File: src/rtl/tmr_pkg.sv
// Shared types and constants for the TMR recovery controller.
// Optional fault statistics are enabled with TMR_FAULT_CNT_EN.
package tmr_pkg;

    localparam int unsigned PC_W   = 32;
    localparam int unsigned VS_W   = 3;
    localparam int unsigned FCNT_W = 8;

    typedef enum logic [1:0] {
        ST_NORMAL   = 2'd0,
        ST_RESYNC   = 2'd1,
        ST_ROLLBACK = 2'd2,
        ST_FATAL    = 2'd3
    } state_e;

    typedef enum logic [1:0] {
        FC_NONE = 2'd0,
        FC_A    = 2'd1,
        FC_B    = 2'd2,
        FC_C    = 2'd3
    } fault_core_e;

    // Agreement vector is {AB, BC, AC}; a single bad core leaves only the other pair agreeing.
    localparam logic [VS_W-1:0] VS_OK    = 3'b111;
    localparam logic [VS_W-1:0] VS_A_BAD = 3'b010;
    localparam logic [VS_W-1:0] VS_B_BAD = 3'b001;
    localparam logic [VS_W-1:0] VS_C_BAD = 3'b100;

    function automatic fault_core_e vs_bad_core(input logic [VS_W-1:0] vs);
        fault_core_e fc;
        case (vs)
            VS_A_BAD: fc = FC_A;
            VS_B_BAD: fc = FC_B;
            VS_C_BAD: fc = FC_C;
            default:  fc = FC_NONE;
        endcase
        return fc;
    endfunction

endpackage

File: src/rtl/tmr_ckpt_stack.sv
// Circular checkpoint stack: push overwrites the oldest entry when full,
// pop on empty is ignored, top is the most recently pushed live entry.
module tmr_ckpt_stack #(
    parameter int unsigned DEPTH = 8,
    parameter int unsigned W     = 32
) (
    input  logic         clk,
    input  logic         rst_in,
    input  logic         push_i,
    input  logic         pop_i,
    input  logic [W-1:0] din_i,
    output logic [W-1:0] top_o,
    output logic         empty_o,
    output logic         full_o
);

    localparam int unsigned PTR_W    = $clog2(DEPTH);
    localparam int unsigned CNT_BITS = $clog2(DEPTH + 1);

    logic [W-1:0]        mem_q [DEPTH];
    logic [PTR_W-1:0]    wr_ptr_q;
    logic [CNT_BITS-1:0] cnt_q;

    assign empty_o = (cnt_q == '0);
    assign full_o  = (cnt_q == CNT_BITS'(DEPTH));
    assign top_o   = mem_q[wr_ptr_q - PTR_W'(1)];

    // Write pointer wraps naturally because DEPTH is a power of two.
    always_ff @(posedge clk) begin
        if (rst_in) begin
            wr_ptr_q <= '0;
            cnt_q    <= '0;
        end else if (push_i) begin
            wr_ptr_q <= wr_ptr_q + PTR_W'(1);
            if (!full_o) begin
                cnt_q <= cnt_q + CNT_BITS'(1);
            end
        end else if (pop_i && !empty_o) begin
            wr_ptr_q <= wr_ptr_q - PTR_W'(1);
            cnt_q    <= cnt_q - CNT_BITS'(1);
        end
    end

    always_ff @(posedge clk) begin
        if (push_i) begin
            mem_q[wr_ptr_q] <= din_i;
        end
    end

endmodule

File: src/rtl/tmr_recovery_ctrl.sv
// TMR recovery controller: resyncs a single faulty core or rolls all cores back to a checkpoint.
// Define TMR_FAULT_CNT_EN to add per-core fault and rollback event counters.
module tmr_recovery_ctrl
    import tmr_pkg::*;
#(
    parameter int unsigned     CKPT_DEPTH      = 8,
    parameter int unsigned     RESYNC_CYCLES   = 4,
    parameter int unsigned     ROLLBACK_CYCLES = 6,
    parameter int unsigned     MAX_RETRY       = 3,
    parameter logic [PC_W-1:0] RESET_PC        = 32'h0
) (
    input  logic              clk,
    input  logic              rst_in,
    input  logic [VS_W-1:0]   Voter_state,
    input  logic              core_hold,
    input  logic [PC_W-1:0]   PC_Top,
    output logic              resync_A,
    output logic              resync_B,
    output logic              resync_C,
    output logic [PC_W-1:0]   PC_resync,
    output logic              rollback,
    output logic [PC_W-1:0]   PC_rollback,
    output logic              core_stall,
    output logic [1:0]        fault_core,
    output logic              fatal
`ifdef TMR_FAULT_CNT_EN
    ,
    output logic [FCNT_W-1:0] fault_cnt_A,
    output logic [FCNT_W-1:0] fault_cnt_B,
    output logic [FCNT_W-1:0] fault_cnt_C,
    output logic [FCNT_W-1:0] rollback_cnt
`endif
);

    localparam int unsigned TMR_MAX = (RESYNC_CYCLES > ROLLBACK_CYCLES) ? RESYNC_CYCLES : ROLLBACK_CYCLES;
    localparam int unsigned TMR_W   = $clog2(TMR_MAX + 1);
    localparam int unsigned RETRY_W = $clog2(MAX_RETRY + 2);

    state_e              state_q, state_d;
    logic [TMR_W-1:0]    tmr_q, tmr_d;
    logic [RETRY_W-1:0]  retry_q, retry_d;
    fault_core_e         fc_q, fc_d;
    logic [PC_W-1:0]     pc_resync_q, pc_resync_d;
    logic [PC_W-1:0]     pc_rb_q, pc_rb_d;
    logic                resync_a_q, resync_b_q, resync_c_q;
    logic                rollback_q, stall_q, fatal_q;

    logic                stk_push, stk_pop, stk_empty, stk_unused_full;
    logic [PC_W-1:0]     stk_top;

    fault_core_e         bad_core;
    logic                is_ok, is_single, is_ambig, enter_rb;

    tmr_ckpt_stack #(
        .DEPTH (CKPT_DEPTH),
        .W     (PC_W)
    ) u_ckpt_stack (
        .clk     (clk),
        .rst_in  (rst_in),
        .push_i  (stk_push),
        .pop_i   (stk_pop),
        .din_i   (PC_Top),
        .top_o   (stk_top),
        .empty_o (stk_empty),
        .full_o  (stk_unused_full)
    );

    // core_hold overrides any agreement pattern and is treated as total disagreement.
    always_comb begin
        bad_core  = vs_bad_core(Voter_state);
        is_ok     = !core_hold && (Voter_state == VS_OK);
        is_single = !core_hold && (bad_core != FC_NONE);
        is_ambig  = !is_ok && !is_single;
    end

    always_comb begin
        state_d     = state_q;
        tmr_d       = tmr_q;
        retry_d     = retry_q;
        fc_d        = fc_q;
        pc_resync_d = pc_resync_q;
        pc_rb_d     = pc_rb_q;
        stk_push    = 1'b0;
        stk_pop     = 1'b0;
        enter_rb    = 1'b0;

        case (state_q)
            ST_NORMAL: begin
                if (is_ok) begin
                    retry_d  = '0;
                    stk_push = stk_empty || (PC_Top != stk_top);
                end else if (is_single) begin
                    state_d     = ST_RESYNC;
                    tmr_d       = TMR_W'(RESYNC_CYCLES - 1);
                    pc_resync_d = PC_Top;
                    fc_d        = bad_core;
                end else begin
                    enter_rb = 1'b1;
                end
            end
            ST_RESYNC: begin
                if (is_ambig) begin
                    enter_rb = 1'b1;
                end else if (tmr_q == '0) begin
                    state_d = ST_NORMAL;
                end else begin
                    tmr_d = tmr_q - TMR_W'(1);
                end
            end
            ST_ROLLBACK: begin
                if (tmr_q == '0) begin
                    state_d = ST_NORMAL;
                end else begin
                    tmr_d = tmr_q - TMR_W'(1);
                end
            end
            default: begin
                state_d = ST_FATAL;
            end
        endcase

        // Each consecutive rollback consumes one checkpoint until the retry budget runs out.
        if (enter_rb) begin
            if (retry_q == RETRY_W'(MAX_RETRY)) begin
                state_d = ST_FATAL;
            end else begin
                state_d = ST_ROLLBACK;
                tmr_d   = TMR_W'(ROLLBACK_CYCLES - 1);
                retry_d = retry_q + RETRY_W'(1);
                pc_rb_d = stk_empty ? RESET_PC : stk_top;
                stk_pop = 1'b1;
            end
        end
    end

    always_ff @(posedge clk) begin
        if (rst_in) begin
            state_q     <= ST_NORMAL;
            tmr_q       <= '0;
            retry_q     <= '0;
            fc_q        <= FC_NONE;
            pc_resync_q <= '0;
            pc_rb_q     <= RESET_PC;
            resync_a_q  <= 1'b0;
            resync_b_q  <= 1'b0;
            resync_c_q  <= 1'b0;
            rollback_q  <= 1'b0;
            stall_q     <= 1'b0;
            fatal_q     <= 1'b0;
        end else begin
            state_q     <= state_d;
            tmr_q       <= tmr_d;
            retry_q     <= retry_d;
            fc_q        <= fc_d;
            pc_resync_q <= pc_resync_d;
            pc_rb_q     <= pc_rb_d;
            resync_a_q  <= (state_d == ST_RESYNC) && (fc_d == FC_A);
            resync_b_q  <= (state_d == ST_RESYNC) && (fc_d == FC_B);
            resync_c_q  <= (state_d == ST_RESYNC) && (fc_d == FC_C);
            rollback_q  <= (state_d == ST_ROLLBACK);
            stall_q     <= (state_d != ST_NORMAL);
            fatal_q     <= (state_d == ST_FATAL);
        end
    end

    assign resync_A    = resync_a_q;
    assign resync_B    = resync_b_q;
    assign resync_C    = resync_c_q;
    assign PC_resync   = pc_resync_q;
    assign rollback    = rollback_q;
    assign PC_rollback = pc_rb_q;
    assign core_stall  = stall_q;
    assign fault_core  = fc_q;
    assign fatal       = fatal_q;

`ifdef TMR_FAULT_CNT_EN
    logic [FCNT_W-1:0] fcnt_a_q, fcnt_b_q, fcnt_c_q, rb_cnt_q;

    // Saturating event counters; only a fresh entry into RESYNC/ROLLBACK counts.
    always_ff @(posedge clk) begin
        if (rst_in) begin
            fcnt_a_q <= '0;
            fcnt_b_q <= '0;
            fcnt_c_q <= '0;
            rb_cnt_q <= '0;
        end else begin
            if ((state_q == ST_NORMAL) && (state_d == ST_RESYNC)) begin
                case (fc_d)
                    FC_A:    if (fcnt_a_q != '1) fcnt_a_q <= fcnt_a_q + FCNT_W'(1);
                    FC_B:    if (fcnt_b_q != '1) fcnt_b_q <= fcnt_b_q + FCNT_W'(1);
                    FC_C:    if (fcnt_c_q != '1) fcnt_c_q <= fcnt_c_q + FCNT_W'(1);
                    default: ;
                endcase
            end
            if ((state_d == ST_ROLLBACK) && (state_q != ST_ROLLBACK) && (rb_cnt_q != '1)) begin
                rb_cnt_q <= rb_cnt_q + FCNT_W'(1);
            end
        end
    end

    assign fault_cnt_A  = fcnt_a_q;
    assign fault_cnt_B  = fcnt_b_q;
    assign fault_cnt_C  = fcnt_c_q;
    assign rollback_cnt = rb_cnt_q;
`endif

endmodule
File: config.mk
export PLATFORM = sky130hd
export DESIGN_NAME = tmr_recovery_ctrl
export DESIGN_NICKNAME = d
export VERILOG_FILES = /design/src/rtl/tmr_pkg.sv /design/src/rtl/tmr_ckpt_stack.sv /design/src/rtl/tmr_recovery_ctrl.sv
export SDC_FILE = /design/constraint.sdc
export NUM_CORES = 1
export LEC_CHECK = 0
export ABC_CLOCK_PERIOD_IN_PS = 12570
export CORE_MARGIN = 3
export CORE_UTILIZATION = 62
export DETAILED_ROUTE_END_ITERATION = 7
export PLACE_DENSITY_LB_ADDON = 0.25
export SYNTH_ARGS = -nofsm -noshare
export SYNTH_HDL_FRONTEND = slang
export SYNTH_HIERARCHICAL = 1
export SYNTH_SLANG_ARGS = --single-unit
File: constraint.sdc
create_clock -name clk -period 12.57 [get_ports clk]
set_input_delay 2.514 -clock clk [delete_from_list [all_inputs] [get_ports clk]]
set_output_delay 2.514 -clock clk [all_outputs]
set_load 0.02 [all_outputs]
==> results.md <==
* Post-Syn Nets at 855
* Slew headroom at 21.1%
* Internal at 2.46 mW
* Worst path bufs/invs at 2
* Die Wd at 155 um
* Crit. End Element: flop
* Largest net degree at the start of global routing at 71
* F_max at 169 MHz
* Non-filler cells, final at 1229
* Fin. max-slew vios at 0
* Final worst path period need at 5920 ps
* Layout area overhead at 18.1%
* Leak Pwr at 5.39 nW
* Num Clock Sinks at 343
* CTS Buffer Depth at 3
* Combinational Power Share at 34.2%
* TritonCTS clock tree: built
* Critical Path Max Stage Delay at 750 ps
* DRT antenna net count at 0
* Synthesized instance count at 809
* Dpl cell area at 15100 um^2
* Die footprint at 24000 um^2
* Number of top-level pins at 110
* DR iter-0 viols at 680
* WL/cell at 25.0 um
* Worst hold-check path type: flop to flop
* Synth Warn # at 6
* Mean Syn Cell Area at 17.0 um^2
* Total wire length at 30700 um
* Vias in the first global route at 7993
* CP Class: input pin to flop
* Grt ovf at 0
* NetSw at 1.14 mW
* Most frequent cells in the layout: edfxtp_1, clkdlybuf4s50_1, dfxtp_1
* Worst clock skew at 22.6 ps
* Drt via density at 6.32
* Ant diodes at 0
* Finish-stage setup viols at 0
* # Post-CTS Setup Buffers at 0
* CP most frequent cell: or3_1
* Worst path arrival time at 6090 ps
* Clock buffer count from CTS at 36
* Post-route cell area at 16200 um^2
* Max Cap Violations at 0
* Crit path max fanout at 24
* Post-cts resize count at 0
* First-pass GRT wire length at 47400 um
* # rows at 53
* Placed cells at 1164
* Switching Share at 31.7%
* I/O Buffers at 109
* Commonest non-fill, non-tap cell in the layout: edfxtp_1
* Sequential group share of total power at 36.9%
* Layout cells sized above 1 at 14.2%
* Mapped cell area at 13700 um^2
* Critical Path RT at 12730 ps
* Period Utilization, post-route at 47.1%
* Crit-path leading delay family: simple AND/OR/NAND/NOR gates
* CTS H-tree depth at 2
* Slew @ Worst Pin at 1180 ps
* Dpl hpwl at 17600 um
* CP Launch Type: input pin
* DRT Pass-1 Iters at 5
* CP cell instances: clkdlybuf4s50_1 > or3_1 > or3_1 > a21oi_1 > nand2_1 > nor2_2 > buf_4
* Status: complete, no violations
* Setup_tns at 0 ps
* Placer congestion estimate at 0.815
* PnR Total Power at 3.60 mW
* RSZ-0062 raised after global routing: false
* CTS clock-pin slew for the worst setup and hold paths at 60 ps
* Final hold violation count at 0
* Peak supply drop at 0.000160 V
* Clock power share at 28.9%
* Initial antenna violation count at 0
* Via count at 7766
* Die height at 155 um
* Total track usage at 26.0%
* Hold_buf cts at 0
* Root Driver: clkbuf_16
* Worst path slowest cell: a21oi_1
* Fin nets at 973
* Pwr dens at 222 nW/um^2
* Core box area at 21400 um^2
* Clock insertion delay at the later pin of the skew report at 520 ps
* DRC viols at 0
* Starting density of the core at 64.1%
cell type report:
| class | count | area (um^2) |
|---|---|---|
| Sequential cell | 343 | 9430 |
| Clock buffer | 41 | 961 |
| Tap cell | 275 | 344 |
| Inverter | 12 | 47.5 |
| Multi-Input combinational cell | 410 | 4030 |
| Clock inverter | 24 | 201 |
| Fill cell | 1188 | 5200 |
| Timing Repair Buffer | 124 | 1200 |
power by group through the flow:
stage / combinational [mW] / clock (mW) / sequential (mW)
CTS: 1.24 / 1.06 / 1.33
detailed placement: 1.23 / 0 / 1.35
floorplan: 0.834 / 0 / 1.38
global placement: 1.20 / 0 / 1.34
global route: 1.31 / 1.10 / 1.34
finish: 1.23 / 1.04 / 1.33
worst reg2reg max path, cell delays in order (launching register included):
cell and delay, ps:
dfxtp_4 350, buf_4 860, mux4_1 730, mux2_2 320
xor2_1 230, nor4_1 90, nand4_1 160, nor4_1 90
a21oi_1 770, nand2_1 350, nor2_2 510, buf_4 460
sequential cells by signal, indices dropped and copies added, names as in the netlist:
signal and count:
PC_resync 32, PC_rollback 32, core_stall 1, fatal 1
fault_core 2, resync_A 1, resync_B 1, resync_C 1
retry_q 3, rollback 1, state_q 2, tmr_q 3
u_ckpt_stack/cnt_q 4, u_ckpt_stack/mem_q 256, u_ckpt_stack/wr_ptr_q 3
path summary, 6_finish.rpt:
check	start	endpoint	slack [ps]	cells past startpoint
worst min register to register	PC_resync[27]	PC_resync[27]	460	2
worst max register to register	u_ckpt_stack/wr_ptr_q[0]	u_ckpt_stack/mem_q[1][3]	7290	11
worst min-delay path	PC_resync[27]	PC_resync[27]	460	2
worst max-delay path	core_hold	u_ckpt_stack/mem_q[1][3]	6650	7
metal layers:
layer | global-route usage [%] | routed length (um) | vias to the layer above | share of wire, %
met2 | 43.7 | 15500 | 337 | 50
met5 | 0 | 0 | - | 0
met1 | 35.6 | 12300 | 3931 | 40
met3 | 4.25 | 2110 | 60 | 6.9
met4 | 7.86 | 754 | 0 | 2.5
li1 | - | - | 3438 | -
stage by stage:
stage / hold slack (ps) / util [%] / setup WS (ps)
final: 455 / 75.7 / 6650
after global routing: 474 / 75.7 / 6440
after CTS: 455 / 75.7 / 6720
after detailed placement: 447 / 70.3 / 6190
after global placement: 442 / 70.3 / 6350
after floorplan: 442 / - / 5910
Note: power is estimated with default switching activity, not from simulation.
